**src/rtl/dmem_pkg.sv**
```systemverilog
// Shared types and defaults for the data-memory load/store unit.
package dmem_pkg;

  localparam int DMEM_DEPTH = 128;

  typedef enum logic [1:0] {
    SZ_BYTE = 2'b00,
    SZ_HALF = 2'b01,
    SZ_WORD = 2'b10,
    SZ_ILL  = 2'b11
  } size_e;

  typedef enum logic [2:0] {
    IDLE,
    LOAD,
    STORE,
    RMW_RD,
    RMW_WR,
    RESP
  } state_e;

  // Size/alignment legality only; the range check needs DEPTH and lives in the LSU.
  function automatic logic size_illegal(input size_e sz, input logic [1:0] lo);
    case (sz)
      SZ_HALF: return lo[0];
      SZ_WORD: return (lo != 2'b00);
      SZ_ILL:  return 1'b1;
      default: return 1'b0;
    endcase
  endfunction

endpackage

```
**src/rtl/dmem_lane.sv**
```systemverilog
// Little-endian lane extraction for loads and lane merging for sub-word stores.
module dmem_lane
  import dmem_pkg::*;
#(
  parameter int WIDTH = 32
) (
  input  logic [WIDTH-1:0] i_word,
  input  size_e            i_size,
  input  logic [1:0]       i_lane,
  input  logic             i_signed,
  input  logic [WIDTH-1:0] i_wdata,
  output logic [WIDTH-1:0] o_load,
  output logic [WIDTH-1:0] o_merged
);

  logic [4:0]       w_shamt;
  logic [WIDTH-1:0] w_lane;
  logic [WIDTH-1:0] w_mask;
  logic [WIDTH-1:0] w_ins;

  always_comb begin
    w_shamt = (i_size == SZ_HALF) ? {i_lane[1], 4'b0000} : {i_lane, 3'b000};
    w_lane  = i_word >> w_shamt;
    w_mask  = '1;
    o_load  = w_lane;
    case (i_size)
      SZ_BYTE: begin
        w_mask = WIDTH'(8'hFF) << w_shamt;
        o_load = {{(WIDTH-8){i_signed & w_lane[7]}}, w_lane[7:0]};
      end
      SZ_HALF: begin
        w_mask = WIDTH'(16'hFFFF) << w_shamt;
        o_load = {{(WIDTH-16){i_signed & w_lane[15]}}, w_lane[15:0]};
      end
      default: begin
        w_mask = '1;
        o_load = w_lane;
      end
    endcase
    w_ins    = i_wdata << w_shamt;
    o_merged = (i_word & ~w_mask) | (w_ins & w_mask);
  end

endmodule

```
**src/rtl/dmem_lsu.sv**
```systemverilog
// Load/store unit between the pipeline and a combinational-read data RAM;
// sub-word stores are done as read-modify-write.
//
//   state  | meaning
//   IDLE   | ready for a request, RAM address parked at 0
//   LOAD   | RAM word on mem_dout, extracted lane captured
//   STORE  | single-cycle full-word write
//   RMW_RD | read the target word and merge the store lane
//   RMW_WR | write the merged word back
//   RESP   | response held until the consumer takes it
module dmem_lsu
  import dmem_pkg::*;
#(
  parameter int DEPTH = DMEM_DEPTH,
  parameter int WIDTH = 32,
  parameter int BITS  = 32
) (
  input  logic             clk,
  input  logic             rst_n,
  input  logic             req_valid,
  output logic             req_ready,
  input  logic             req_we,
  input  logic [1:0]       req_size,
  input  logic             req_signed,
  input  logic [BITS-1:0]  req_addr,
  input  logic [WIDTH-1:0] req_wdata,
  output logic             rsp_valid,
  input  logic             rsp_ready,
  output logic [WIDTH-1:0] rsp_rdata,
  output logic             rsp_err,
  output logic             mem_we,
  output logic [BITS-1:0]  mem_adr,
  output logic [WIDTH-1:0] mem_din,
  input  logic [WIDTH-1:0] mem_dout
);

  state_e           r_state;
  state_e           w_next;
  size_e            r_size;
  logic             r_signed;
  logic [1:0]       r_lane;
  logic [BITS-1:0]  r_idx;
  logic [WIDTH-1:0] r_wdata;
  logic [WIDTH-1:0] r_rdata;
  logic [WIDTH-1:0] r_merged;
  logic             r_err;

  logic             w_accept;
  logic             w_err;
  logic [BITS-1:0]  w_idx;
  logic [WIDTH-1:0] w_load;
  logic [WIDTH-1:0] w_merged;

  assign req_ready = (r_state == IDLE);
  assign w_accept  = req_valid & req_ready;
  assign w_idx     = req_addr >> 2;
  assign w_err     = size_illegal(size_e'(req_size), req_addr[1:0]) || (w_idx >= BITS'(DEPTH));

  dmem_lane #(.WIDTH(WIDTH)) u_lane (
    .i_word   (mem_dout),
    .i_size   (r_size),
    .i_lane   (r_lane),
    .i_signed (r_signed),
    .i_wdata  (r_wdata),
    .o_load   (w_load),
    .o_merged (w_merged)
  );

  always_ff @(posedge clk) begin
    if (!rst_n) r_state <= IDLE;
    else        r_state <= w_next;
  end

  always_ff @(posedge clk) begin
    if (!rst_n) begin
      r_size   <= SZ_BYTE;
      r_signed <= 1'b0;
      r_lane   <= '0;
      r_idx    <= '0;
      r_wdata  <= '0;
      r_rdata  <= '0;
      r_merged <= '0;
      r_err    <= 1'b0;
    end else begin
      if (w_accept) begin
        r_size   <= size_e'(req_size);
        r_signed <= req_signed;
        r_lane   <= req_addr[1:0];
        r_idx    <= w_idx;
        r_wdata  <= req_wdata;
        r_rdata  <= '0;
        r_err    <= w_err;
      end
      if (r_state == LOAD)   r_rdata  <= w_load;
      if (r_state == RMW_RD) r_merged <= w_merged;
    end
  end

  // Write strobes are gated by rst_n so a reset landing on a write cycle never commits it.
  always_comb begin
    w_next    = r_state;
    mem_we    = 1'b0;
    mem_din   = '0;
    mem_adr   = r_idx;
    rsp_valid = 1'b0;
    rsp_err   = 1'b0;
    rsp_rdata = '0;
    case (r_state)
      IDLE: begin
        mem_adr = '0;
        if (w_accept) begin
          if (w_err)                              w_next = RESP;
          else if (!req_we)                       w_next = LOAD;
          else if (size_e'(req_size) == SZ_WORD)  w_next = STORE;
          else                                    w_next = RMW_RD;
        end
      end
      LOAD:   w_next = RESP;
      STORE: begin
        mem_we  = rst_n;
        mem_din = rst_n ? r_wdata : '0;
        w_next  = RESP;
      end
      RMW_RD: w_next = RMW_WR;
      RMW_WR: begin
        mem_we  = rst_n;
        mem_din = rst_n ? r_merged : '0;
        w_next  = RESP;
      end
      RESP: begin
        rsp_valid = 1'b1;
        rsp_err   = r_err;
        rsp_rdata = r_rdata;
        if (rsp_ready) w_next = IDLE;
      end
      default: w_next = IDLE;
    endcase
  end

endmodule

```
**config.mk**
```make
export PLATFORM = sky130hd
export DESIGN_NAME = dmem_lsu
export DESIGN_NICKNAME = d
export VERILOG_FILES = /design/src/rtl/dmem_pkg.sv /design/src/rtl/dmem_lane.sv /design/src/rtl/dmem_lsu.sv
export SDC_FILE = /design/constraint.sdc
export NUM_CORES = 1
export LEC_CHECK = 0
export CAP_MARGIN = 20
export CORE_ASPECT_RATIO = 1.5
export CORE_MARGIN = 1.5
export CORE_UTILIZATION = 46
export DETAILED_ROUTE_END_ITERATION = 16
export PLACE_DENSITY = 0.74
export SETUP_SLACK_MARGIN = 0.05
export SYNTH_ARGS = -nofsm -noshare
export SYNTH_HDL_FRONTEND = slang
export SYNTH_HIERARCHICAL = 1
export SYNTH_SLANG_ARGS = --single-unit
export TNS_END_PERCENT = 50
```
**constraint.sdc**
```tcl
create_clock -name clk -period 2.3 [get_ports clk]
set_input_delay 0.46 -clock clk [delete_from_list [all_inputs] [get_ports clk]]
set_output_delay 0.46 -clock clk [all_outputs]
set_load 0.05 [all_outputs]
```
==> impl_metrics.tcl, run 1 <==
set metrics [dict create \
    numCtsBuffers 17 \
    detailedPlacementHpwl_um 19040 \
    clkSlewWorstSetupHoldPaths_ns 0.06 \
    routabilityCongestion 0.9508 \
    num-fill-cells 1190 \
    drt_first_pass_iters 5 \
    report.final.slew_viol_count 0 \
    cap_viol_max_count 0 \
    period_needed_ns 2.294 \
    final_cells 1398 \
    hold_buffers 0 \
    remaining_overflow_grt 0 \
    tightestPinTransition_ns 0.6323 \
    grt_first_pass_wirelength_um 40620 \
    timing.critical_path.to_type "output port" \
    wp_buf_inv 3 \
    synthesis.yosys.warnings 6 \
    cp.required_ns 1.84 \
    clk-insertion-delay-late_ns 0.43 \
    postRouteAntennaNets 0 \
    tritoncts_clock_tree "done" \
    hold_violations 0 \
    final_net_count 1283 \
    ys_seq_area_share_pct 35.07 \
    tns_ns 0 \
    synth_area_per_cell_um2 7.800 \
    drtIter0Drc 785 \
    syn-cell-area_um2 7706 \
    synth_top_area_share_pct 35.07 \
    grt_start_max_net_pins 55 \
    synthesis.instances 988 \
    static_leakage_nw 4.349 \
    setup_repair_after_global_routing_missed_its_margin "true" \
    post_drt_via_cell_ratio 5.813 \
    synth_top_cells_by_area "dfxtp_1, nand2_1, a21boi_0" \
    timing.critical_path.cells "nor3b_4 -> buf_6 -> clkbuf_16 -> a22oi_2 -> nor2b_2 -> buf_12" \
    clock-sinks 135 \
    die_y_um 161.5 \
    timing.clock.skew_ns 0.01481 \
    grt.total_usage_pct 30.13 \
    fp.coreArea_um2 16330 \
    initial_core_util_pct 47.18 \
    report.power.total_mw 9.404 \
    setup_viol_count_final 0 \
    fp.dieArea_um2 17550 \
    number_of_global_route_vias_before_repair 7604 \
    fp.dieW_um 108.7 \
    type_of_the_setup_path_with_the_least_slack "reg -> out" \
    max-clock-path-buffers 2 \
    critPathArrivalTime_ns 1.83 \
    final_cycle_utilization_of_the_critical_path_pct 99.72 \
    fmaxAchievable_mhz 436.0 \
    share_of_final_layout_standard_cells_stronger_than_drive_strength_1_pct 24.66 \
    finish.utilization_pct 73.38 \
    outcome "finished, final reports clean" \
    antenna_found_initial 0 \
    synth.distinct_cells 49 \
    preCtsSetupSlack_ns 0.2197 \
    slowest_delay_ns 0.38 \
    antenna_cells_inserted 0 \
    rows 57 \
    postSynth.topFlopCell "dfxtp_1" \
    worstSetupStartpointType "flip-flop" \
    design_area_um2 11980 \
    placed_cells_incl_taps 1354 \
    detail_route.drc_violations 0 \
    placed_area_um2 11020 \
    p_per_area_nw_per_um2 784.7 \
    clock_tree.root_cell "clkbuf_16" \
    netlist.top_cell.by_area "dfxtp_1" \
    synth.top_cells.by_count "nand2_1, dfxtp_1, a21boi_0, and2_1" \
    vias 8127 \
    yosys.cell_count.top_type "nand2_1" \
    boundaryPins 204 \
    synth.ff_latch_count 135 \
    totalWireLength_um 27400 \
    wire_per_inst_um 19.60 \
    synthArstFlopShare_pct 0 \
    relSlewSlack_pct 57.84 \
    synthToLayoutAreaGrowth_pct 55.51 \
    min_path_type "reg -> reg" \
    vdd.ir_drop.worst_mv 0.5358 \
    htree_depth 4 \
    port_buffers 201 \
    path_delay_family "buffers and inverters" \
    final.setup.worst_slack_ns 0.006330 \
    critical-path-slowest-cell "dfxtp_4" \
    worst_hold_check_slack_ns 0.4466 \
    cp_max_fo 8 \
    synth_edf_count 0 \
]
-- kinds of logic (layout without fill, tap and decap cells) --
kind of cell,after synthesis,in the layout,share of synthesized area [%]
AO/OA/AOI/OAI,267,267,25.04
buffers and inverters,95,298,6.089
flip-flops,135,135,35.07
multiplexers,33,33,5.715
other,1,2,0.04866
AND/OR/NAND/NOR,457,457,28.04
-- routing by layer --
metal	part of all wire [%]	GRT usage, %	vias to the layer above
li1	-	-	3780
met1	37	35.83	3812
met2	50	50.40	437
met3	8.3	6.941	98
met4	5.2	14.65	0
met5	0	0	-
-- cell usage in the layout (no fill, tap or decap), types with 6 or more instances in the layout --
| cell type | Yosys | final |
|---|---|---|
| nor2b_2 | 0 | 32 |
| and3_1 | 14 | 14 |
| a21boi_1 | 57 | 57 |
| a21boi_2 | 10 | 10 |
| clkdlybuf4s50_1 | 0 | 102 |
| dfxtp_1 | 135 | 132 |
| nand2_1 | 255 | 255 |
| mux2i_1 | 17 | 17 |
| nand2b_1 | 12 | 11 |
| o31ai_1 | 7 | 7 |
| a21boi_0 | 64 | 64 |
| o21ai_0 | 27 | 27 |
| nor2_1 | 7 | 6 |
| a211oi_1 | 14 | 14 |
| a221o_1 | 8 | 8 |
| nand3_1 | 49 | 49 |
| and2_1 | 64 | 64 |
| a22oi_2 | 0 | 29 |
| inv_6 | 1 | 7 |
| clkbuf_16 | 0 | 20 |
| buf_12 | 0 | 106 |
| mux4_2 | 8 | 8 |
| a21oi_1 | 28 | 28 |
| buf_4 | 3 | 45 |
| mux2_2 | 8 | 8 |
| o211ai_1 | 11 | 11 |
-- worst paths after layout --
path,depth (start not counted),slack (ns),startpoint,endpoint
worst max-delay path,6,0.006,r_state[2],mem_din[12]
worst min-delay path,2,0.45,r_idx[4],r_idx[4]
worst max register to register,7,0.25,r_size[0],r_merged[31]
worst min register to register,2,0.45,r_idx[4],r_idx[4]
-- power breakdown --
part	switching, mW	total, mW	leakage [nW]	internal [mW]
Sequential	0.309	2.94	1.10	2.63
Combinational	2.23	3.74	2.97	1.52
Clock	1.17	2.72	0.277	1.54
-- registers in the layout, indices dropped and copies added, names as in the netlist --
register and flops:
r_err 1, r_idx 30, r_lane 2, r_merged 32, r_rdata 32, r_signed 1
r_size 2, r_state 3, r_wdata 32
-- layout make-up --
class,count,area (um2),area share (%)
sequential,135,2714,22.65
tap,206,257.7,2.151
clock buffer,18,439.2,3.665
clock inverter,14,138.9,1.159
multi-input combinational,759,4795,40.01
timing repair buffer,261,3616,30.17
inverter,5,23.77,0.1984
-- worst reg2reg max path: stages, from the launching register on --
cell and delay (ns):
dfxtp_1 0.40, nand2b_1 0.22, nand2_4 0.34, buf_4 0.22
mux4_2 0.32, mux2_2 0.31, nand2_1 0.06, a21boi_0 0.07
-- timing repair --
action                                  CTS  global route
buffers inserted                          1             6
pin swaps                                 1            29
gates resized for setup                  19            39
gates cloned                              1             5
endpoints found under the setup margin   96            95
Power figures use the tool's default switching activity.
==> inputs of run 2 (changes only) <==
Clock period 2.3 ns to 2.7 ns, I/O delays scaled along.
==> run 2 against run 1 <==
Effect of this change: clock-buffer cell count grew 1; via count shrank 5.2%; wire length shrank 9.5%; total power shrank 19%; critical path depth shrank 1; first-iteration DRC count shrank 46%; global-route usage shrank 1.3 points; register-to-register slack gained 0.32 ns; clock power shrank 18%; worst hold slack gained 0.0012 ns; core utilization shrank 3.8 points; largest cell class unchanged.
==> impl_metrics.tcl, run 2 (same netlist as run 1, synthesis figures left out) <==
set metrics [dict create \
    fp.dieW_um 108.7 \
    clock_tree.root_cell "clkbuf_16" \
    fp.coreArea_um2 16330 \
    boundaryPins 204 \
    tns_ns 0 \
    share_of_final_layout_standard_cells_stronger_than_drive_strength_1_pct 16.93 \
    drt_first_pass_iters 8 \
    period_needed_ns 2.484 \
    multi_input_gate_area_um2 4559 \
    cp.required_ns 2.16 \
    grt.total_usage_pct 28.82 \
    final.setup.worst_slack_ns 0.2162 \
    remaining_overflow_grt 0 \
    port_buffers 201 \
    preCtsSetupSlack_ns 0.3928 \
    hold_buffers 0 \
    placed_cells_incl_taps 1332 \
    critical_path.reg2reg.startpoint "r_size[0]" \
    min_path_type "reg -> reg" \
    grt_first_pass_wirelength_um 38910 \
    setup_viol_count_final 0 \
    r2r-end "r_merged[6]" \
    routabilityCongestion 0.9465 \
    fmaxAchievable_mhz 402.6 \
    numCtsBuffers 17 \
    mostFrequentLayoutCells "nand2_1, dfxtp_1, buf_12" \
    tightestPinTransition_ns 1.062 \
    final_cells 1364 \
    min_delay_path_depth 2 \
    static_leakage_nw 4.103 \
    clk-insertion-delay-late_ns 0.42 \
    end_point_of_the_worst_hold_path "r_idx[3]" \
    htree_depth 4 \
    num-fill-cells 1301 \
    outcome "finished, final reports clean" \
    relSlewSlack_pct 29.23 \
    antenna_found_initial 0 \
    clock-sinks 135 \
    final_net_count 1249 \
    post_drt_via_cell_ratio 5.647 \
    antenna_cells_inserted 0 \
    report.final.slew_viol_count 0 \
    vias 7703 \
    initial_core_util_pct 47.18 \
    rr_worst_depth 6 \
    cap_viol_max_count 0 \
    rows 57 \
    number_of_global_route_vias_before_repair 7262 \
    hold_violations 0 \
    sequential_cell_area_um2 2704 \
    regToRegSetupSlack_ns 0.57 \
    clkSlewWorstSetupHoldPaths_ns 0.06 \
    fp.dieArea_um2 17550 \
    p_per_area_nw_per_um2 671.0 \
    vdd.ir_drop.worst_mv 0.5188 \
    drtIter0Drc 422 \
    grt_start_max_net_pins 50 \
    cp_max_fo 34 \
    detailedPlacementHpwl_um 18370 \
    setup_repair_after_global_routing_missed_its_margin "false" \
    timing.clock.skew_ns 0.007783 \
    hold_start "r_idx[3]" \
    cts.repair.resized 0 \
    detail_route.drc_violations 0 \
    timing.critical_path.to_type "output port" \
    die_y_um 161.5 \
    wire_per_inst_um 18.17 \
    type_of_the_setup_path_with_the_least_slack "reg -> out" \
    totalWireLength_um 24780 \
    largest_registers "r_merged: 32 flops, r_rdata: 32 flops, r_wdata: 32 flops" \
    critPathArrivalTime_ns 1.94 \
    final_cycle_utilization_of_the_critical_path_pct 91.99 \
    cts.repair_timing.setup_buffer_count 0 \
    postRouteAntennaNets 0 \
    max-clock-path-buffers 2 \
    synthToLayoutAreaGrowth_pct 47.47 \
    final_common_cell "nand2_1" \
    worstSetupStartpointType "flip-flop" \
    tritoncts_clock_tree "done" \
]
==> run 2: critical path, stage by stage, from the launching register on <==
cell and delay [ns]:
dfxtp_1 0.42, nor3b_4 0.22, buf_6 0.28, a22oi_1 0.16
nor2b_1 0.25, buf_12 0.18
==> run 2: per-stage QoR <==
| stage | cell area, um2 | util [%] | total power [mW] | hold slack [ns] |
|---|---|---|---|---|
| floorplan | 7710 | - | 4.336 | 0.4305 |
| detailed placement | 10790 | 66.06 | 5.423 | 0.4409 |
| CTS | 11350 | 69.52 | 7.639 | 0.4490 |
| global route | 11360 | 69.59 | 8.007 | 0.4660 |
| global placement | 10790 | 66.06 | 5.392 | 0.4357 |
| finish | 11360 | 69.59 | 7.626 | 0.4478 |
==> run 2: area by class of cell <==
class	instances	share of cell area [%]
clock buffer	19	3.897
clock inverter	13	1.068
inverter	5	0.2092
multi-input combinational	759	40.12
sequential	135	23.79
tap	206	2.268
timing repair buffer	227	28.65
==> run 2: layer usage <==
metal / GRT usage [%] / vias to the layer above / share of wire [%]
met1: 34.90 / 3624 / 39
met3: 5.367 / 63 / 6.3
met4: 16.51 / 0 / 5.2
li1: - / 3711 / -
met2: 47.20 / 305 / 49
met5: 0 / - / 0
==> run 2: power breakdown <==
part | leakage [nW] | internal (mW) | switching (mW)
Sequential | 1.10 | 2.24 | 0.237
Clock | 0.263 | 1.30 | 0.917
Combinational | 2.74 | 1.17 | 1.77
Total | 4.10 | 4.70 | 2.92
==> run 2: worst max-delay path by stage <==
| stage | startpoint | endpoint | slack [ns] | depth (start not counted) |
|---|---|---|---|---|
| floorplan | rst_n | mem_din[14] | 0.18 | 4 |
| global placement | mem_dout[23] | r_rdata[23] | 0.42 | 6 |
| detailed placement | mem_dout[23] | r_rdata[22] | 0.39 | 6 |
| CTS | r_state[2] | mem_din[31] | 0.06 | 6 |
| global route | r_state[1] | mem_din[15] | 0.09 | 5 |
| finish | r_state[1] | mem_din[20] | 0.22 | 5 |
